## src/rtl/sort_result_reader_pkg.sv

```systemverilog
// Shared element width and state encoding for the sorted-array reader.
package sort_result_reader_pkg;

  localparam int unsigned ELEM_W = 4;

  typedef enum logic [1:0] {
    ST_IDLE   = 2'b00,
    ST_STREAM = 2'b01,
    ST_DONE   = 2'b10
  } state_e;

endpackage

```

## src/rtl/sort_result_reader_order_checker.sv

```systemverilog
// Tracks the previously transferred element and flags the first descending pair.
module order_checker
  import sort_result_reader_pkg::*;
(
  input  logic              clock,
  input  logic              reset_n,
  input  logic              clear,
  input  logic              xfer,
  input  logic              first,
  input  logic [ELEM_W-1:0] data,
  output logic              order_err,
  output logic              err_c
);

  logic [ELEM_W-1:0] prev_q, prev_d;
  logic              err_q, err_d;

  // Compare each non-first transfer against the previous one; the flag is sticky until cleared.
  always_comb begin
    prev_d = prev_q;
    err_d  = err_q;
    err_c  = xfer && !first && (data < prev_q);
    if (clear) begin
      err_d = 1'b0;
    end else begin
      if (xfer) prev_d = data;
      if (err_c) err_d = 1'b1;
    end
  end

  // Checker state registers.
  always_ff @(posedge clock or negedge reset_n) begin
    if (!reset_n) begin
      prev_q <= '0;
      err_q  <= 1'b0;
    end else begin
      prev_q <= prev_d;
      err_q  <= err_d;
    end
  end

  assign order_err = err_q;

endmodule

```

## src/rtl/sort_result_reader.sv

```systemverilog
// Captures a packed sorted array and streams its elements out with valid/ready handshaking.
module sort_result_reader
  import sort_result_reader_pkg::*;
#(
  parameter int unsigned ARR_WIDTH = 4
) (
  input  logic                         clock,
  input  logic                         reset_n,
  input  logic                         array_valid,
  input  logic [ARR_WIDTH*ELEM_W-1:0]  array_in,
  output logic                         array_ack,
  output logic [ELEM_W-1:0]            elem_data,
  output logic [$clog2(ARR_WIDTH)-1:0] elem_index,
  output logic                         elem_valid,
  input  logic                         elem_ready,
  output logic                         elem_last,
  output logic                         done,
  output logic                         sorted_ok,
  output logic                         order_err
);

  localparam int unsigned IDX_W    = $clog2(ARR_WIDTH);
  localparam int unsigned ARR_BITS = ARR_WIDTH * ELEM_W;

  state_e                state_q, state_d;
  logic [ARR_BITS-1:0]   arr_q, arr_d;
  logic [IDX_W-1:0]      idx_q, idx_d;
  logic [ELEM_W-1:0]     data_q, data_d;
  logic                  valid_q, valid_d;
  logic                  last_q, last_d;
  logic                  ack_q, ack_d;
  logic                  done_q, done_d;
  logic                  sorted_q, sorted_d;

  logic                  capture_c;
  logic                  xfer_c;
  logic                  err_c;
  logic                  order_err_c;
  logic [IDX_W-1:0]      next_idx_c;
  logic [ELEM_W-1:0]     elems_c [ARR_WIDTH];

  // Element view of the captured array.
  for (genvar g = 0; g < ARR_WIDTH; g++) begin : g_elem
    assign elems_c[g] = arr_q[g*ELEM_W +: ELEM_W];
  end

  assign xfer_c     = valid_q && elem_ready;
  assign next_idx_c = idx_q + IDX_W'(1);

  // Next-state and next-output logic.
  always_comb begin
    state_d   = state_q;
    arr_d     = arr_q;
    idx_d     = idx_q;
    data_d    = data_q;
    valid_d   = valid_q;
    last_d    = last_q;
    ack_d     = 1'b0;
    done_d    = 1'b0;
    sorted_d  = 1'b0;
    capture_c = 1'b0;
    case (state_q)
      ST_IDLE: begin
        valid_d = 1'b0;
        last_d  = 1'b0;
        if (array_valid) begin
          capture_c = 1'b1;
          arr_d     = array_in;
          idx_d     = '0;
          data_d    = array_in[ELEM_W-1:0];
          valid_d   = 1'b1;
          last_d    = 1'b0;
          ack_d     = 1'b1;
          state_d   = ST_STREAM;
        end
      end
      ST_STREAM: begin
        if (xfer_c) begin
          if (last_q) begin
            valid_d  = 1'b0;
            last_d   = 1'b0;
            done_d   = 1'b1;
            sorted_d = !(order_err_c || err_c);
            state_d  = ST_DONE;
          end else begin
            idx_d  = next_idx_c;
            data_d = elems_c[next_idx_c];
            last_d = (next_idx_c == IDX_W'(ARR_WIDTH - 1));
          end
        end
      end
      ST_DONE: begin
        valid_d = 1'b0;
        last_d  = 1'b0;
        state_d = ST_IDLE;
      end
      default: begin
        valid_d = 1'b0;
        last_d  = 1'b0;
        state_d = ST_IDLE;
      end
    endcase
  end

  // State and output registers.
  always_ff @(posedge clock or negedge reset_n) begin
    if (!reset_n) begin
      state_q  <= ST_IDLE;
      arr_q    <= '0;
      idx_q    <= '0;
      data_q   <= '0;
      valid_q  <= 1'b0;
      last_q   <= 1'b0;
      ack_q    <= 1'b0;
      done_q   <= 1'b0;
      sorted_q <= 1'b0;
    end else begin
      state_q  <= state_d;
      arr_q    <= arr_d;
      idx_q    <= idx_d;
      data_q   <= data_d;
      valid_q  <= valid_d;
      last_q   <= last_d;
      ack_q    <= ack_d;
      done_q   <= done_d;
      sorted_q <= sorted_d;
    end
  end

  order_checker u_order_checker (
    .clock     (clock),
    .reset_n   (reset_n),
    .clear     (capture_c),
    .xfer      (xfer_c),
    .first     (idx_q == '0),
    .data      (data_q),
    .order_err (order_err_c),
    .err_c     (err_c)
  );

  assign array_ack  = ack_q;
  assign elem_data  = data_q;
  assign elem_index = idx_q;
  assign elem_valid = valid_q;
  assign elem_last  = last_q;
  assign done       = done_q;
  assign sorted_ok  = sorted_q;
  assign order_err  = order_err_c;

endmodule

```

## config.mk

```make
export PLATFORM = sky130hd
export DESIGN_NAME = sort_result_reader
export DESIGN_NICKNAME = d
export VERILOG_FILES = /design/src/rtl/sort_result_reader_pkg.sv /design/src/rtl/sort_result_reader_order_checker.sv /design/src/rtl/sort_result_reader.sv
export SDC_FILE = /design/constraint.sdc
export NUM_CORES = 1
export LEC_CHECK = 0
export BUFFER_PORTS_ARGS = -buffer_cell sky130_fd_sc_hd__buf_2
export CAP_MARGIN = 20
export CORE_UTILIZATION = 33
export DETAILED_ROUTE_END_ITERATION = 10
export PLACE_DENSITY = 0.59
export SLEW_MARGIN = 20
export SYNTH_ARGS = -nofsm -noshare
export SYNTH_HDL_FRONTEND = slang
export SYNTH_HIERARCHICAL = 1
export SYNTH_SLANG_ARGS = --single-unit
```

## constraint.sdc

```tcl
create_clock -name clock -period 1.6 [get_ports clock]
set_input_delay 0.24 -clock clock [delete_from_list [all_inputs] [get_ports clock]]
set_output_delay 0.24 -clock clock [all_outputs]
set_load 0.01 [all_outputs]
```

==> metrics.cfg <==
[worst_setup_path]
critPathKind = flip-flop to flip-flop
reg2reg_to = elem_data[0]$_DFFE_PN0P_
crit_slowest_cell = dfrtp_1
crit_fanout = 5
arrival_ns = 1.86
crit_path_start_kind = flip-flop
slowest_delay_ns = 0.38
reg2reg_slack_ns = -0.10
required_ns = 1.76
r2r_start = elem_index[1]$_DFFE_PN0P_
worst_setup_path_end_kind = flip-flop
worst-r2r-cell-count = 6
crit_chain = inv_2 > ha_4 > buf_6 > mux2_4 > a222oi_1 > mux2i_1

[drt]
num_vias = 1100
drcViolationCount = 0
avgViaCountPerCell = 4.56
wl_per_cell_um = 14.1
routed_wl_mm = 3.40
drt_first_pass_iters = 4
dr.first_iter.drc_count = 22
ant_nets = 0

[power]
peakVddDrop_mv = 0.866
p_leak_nw = 1.04
p_per_area_mw_per_mm2 = 2090

[placed_design]
portBuffers = 31
hpwl_mm = 2.50
placed_area_mm2 = 0.00199
gp_congestion = 0.756
place_ws_ns = -0.180

[timing]
tightest_slew_ns = 0.459
finalWorstSetupSlack_ns = -0.103
whs_ns = 0.168
fin_skew_ns = 0.00707
rsz0062_at_grt = yes
hold_viol = 0
min_period_over_period_pct = 106
final-max-slew-violation-count = 0
max_freq_ghz = 0.587
setup_violations = 4
fin_crit_ns = 1.70
slew_headroom_pct = 69.4

[floorplan]
fp.dieW_um = 73.1
initial_core_util_pct = 34.8
num_io_pins = 32
die_h_um = 73.1
core_area_mm2 = 0.00479
num_rows = 25
die-area_mm2 = 0.00534

[status]
outcome = finished, violations left
violations = setup timing

[min_path]
hp-start = array_in[13]
hold_end = arr_q[13]$_DFFE_PN0P_
min_path_cells = 2
hp-class = input port to flip-flop

[yosys]
syn_inst = 125
synthesis.nets = 150
synth_warnings = 6
synth_area_mm2 = 0.00167
synth.avg_cell_area_um2 = 13.3
synth_cell_type_count = 31
ys_ff_latch = 34
synthArstFlopShare_pct = 100
synthFlopType = dfrtp_1
synth_edf_count = 0
seq_area_frac_synth_pct = 51.0

[cells_and_area]
utilization_pct = 45.0
multi_input_comb_area_um2 = 772
final_common_cell = dfrtp_1
fillers = 438
final_cell_mix = dfrtp_1, buf_2, mux2_4
seqCellArea_um2 = 851
final_nets = 198
area_delta_synth_final_pct = 29.1
drive_gt1_share_pct = 46.6
fin_area_mm2 = 0.00215
antenna_cells = 0

[clock_network]
clock_tree.buffer_depth = 2
clk_pin_slew_ns = 0.07
worstSkewPairLatency_ns = 0.29
cts_tree = done
htree_num_levels = 2
clock-root-buffer = clkbuf_8
cts.sinks = 34
cts_buffers = 5

[grt]
track_usage_pct = 14.7
grt_start_max_net_pins = 19
grt_pass1_wl_mm = 5.78
grt_antenna_before_repair = 0
grt_remaining_overflow = 0
grt_pass1_vias = 1211

[job]
drv_cap = 0

## logic make-up (layout without fill, tap and decap cells)
| group | after synthesis | in the layout | synth area share [%] |
|---|---|---|---|
| fa+ha+maj | 5 | 5 | 3.75 |
| flops | 34 | 34 | 51.0 |
| buf+inv | 15 | 64 | 4.80 |
| simple gates | 27 | 27 | 11.1 |
| mux | 32 | 32 | 23.4 |
| compound gates | 12 | 12 | 5.93 |
## sequential cells by signal, summed over array words and instances (netlist names), 2 cells and up
register	count
u_order_checker/prev_q	4
state_q	2
elem_data	4
elem_index	2
arr_q	16
## power breakdown
group | total, mW | internal (mW) | switching [mW] | leakage, nW
sequential | 1.51 | 1.25 | 0.264 | 0.417
clock | 0.755 | 0.435 | 0.320 | 0.0575
combinational | 2.24 | 1.34 | 0.900 | 0.565
## layout make-up
class / count / share of cell area (%)
timing repair buffer: 45 / 13.7
clock buffer: 8 / 5.11
sequential: 34 / 39.5
multi-input combinational: 76 / 35.9
inverter: 11 / 1.92
tap: 67 / 3.89
## routing by layer
layer  share of wire (%)  vias up  wire length (um)  global-route usage (%)
met2                  47       28              1590                    23.9
met4                 1.5        0                50                    5.45
li1                    -      531                 -                       -
met1                  47      535              1590                    18.2
met5                   0        -                 0                       0
met3                 4.9        6               166                    4.56
## cells in the mapped netlist (2+ instances only)
cell,instances,area [um^2]
o21ai_0,3,15.0
nand3_1,2,10.0
buf_6,3,33.8
nor2_1,5,18.8
ha_1,5,62.6
nand2_1,7,26.3
mux2_2,8,90.1
mux2_4,10,150
mux2_1,8,90.1
mux2i_1,6,60.1
dfrtp_1,34,851
a222oi_1,4,40.0
inv_1,11,41.3
nor3b_2,2,25.0
## repair_timing
action	in CTS	in global routing
pin swaps	3	2
setup endpoints to repair	4	4
endpoints found under the hold margin	17	0
hold buffers	1	0
setup buffers	5	0
gates resized for setup	6	1
## worst max-delay path by stage
stage / end / cells past startpoint / startpoint / slack (ns)
2_1_floorplan: elem_data[0]$_DFFE_PN0P_ / 6 / elem_index[0]$_DFFE_PN0P_ / -0.11
3_3_place_gp: elem_data[2]$_DFFE_PN0P_ / 6 / elem_index[1]$_DFFE_PN0P_ / -0.05
3_5_place_dp: elem_data[3]$_DFFE_PN0P_ / 6 / elem_index[1]$_DFFE_PN0P_ / -0.18
4_1_cts: elem_data[0]$_DFFE_PN0P_ / 6 / elem_index[1]$_DFFE_PN0P_ / -0.09
5_1_grt: elem_data[0]$_DFFE_PN0P_ / 6 / elem_index[1]$_DFFE_PN0P_ / -0.19
6_report: elem_data[0]$_DFFE_PN0P_ / 6 / elem_index[1]$_DFFE_PN0P_ / -0.10
## critical path, delay by kind of cell, from the launching register on
family / cells / cell delay, ns
buf+inv: 2 / 0.17
fa+ha+maj: 1 / 0.30
flops: 1 / 0.38
mux: 2 / 0.41
compound gates: 1 / 0.32
## per-stage QoR
stage,total power [mW],cells,TNS [ns]
floorplan,2.95,125,-0.441
global placement,3.51,228,-0.186
detailed placement,3.61,228,-0.603
CTS,4.52,241,-0.355
global route,4.83,241,-0.635
finish,4.51,241,-0.303
(Power assumes the default switching activity.)
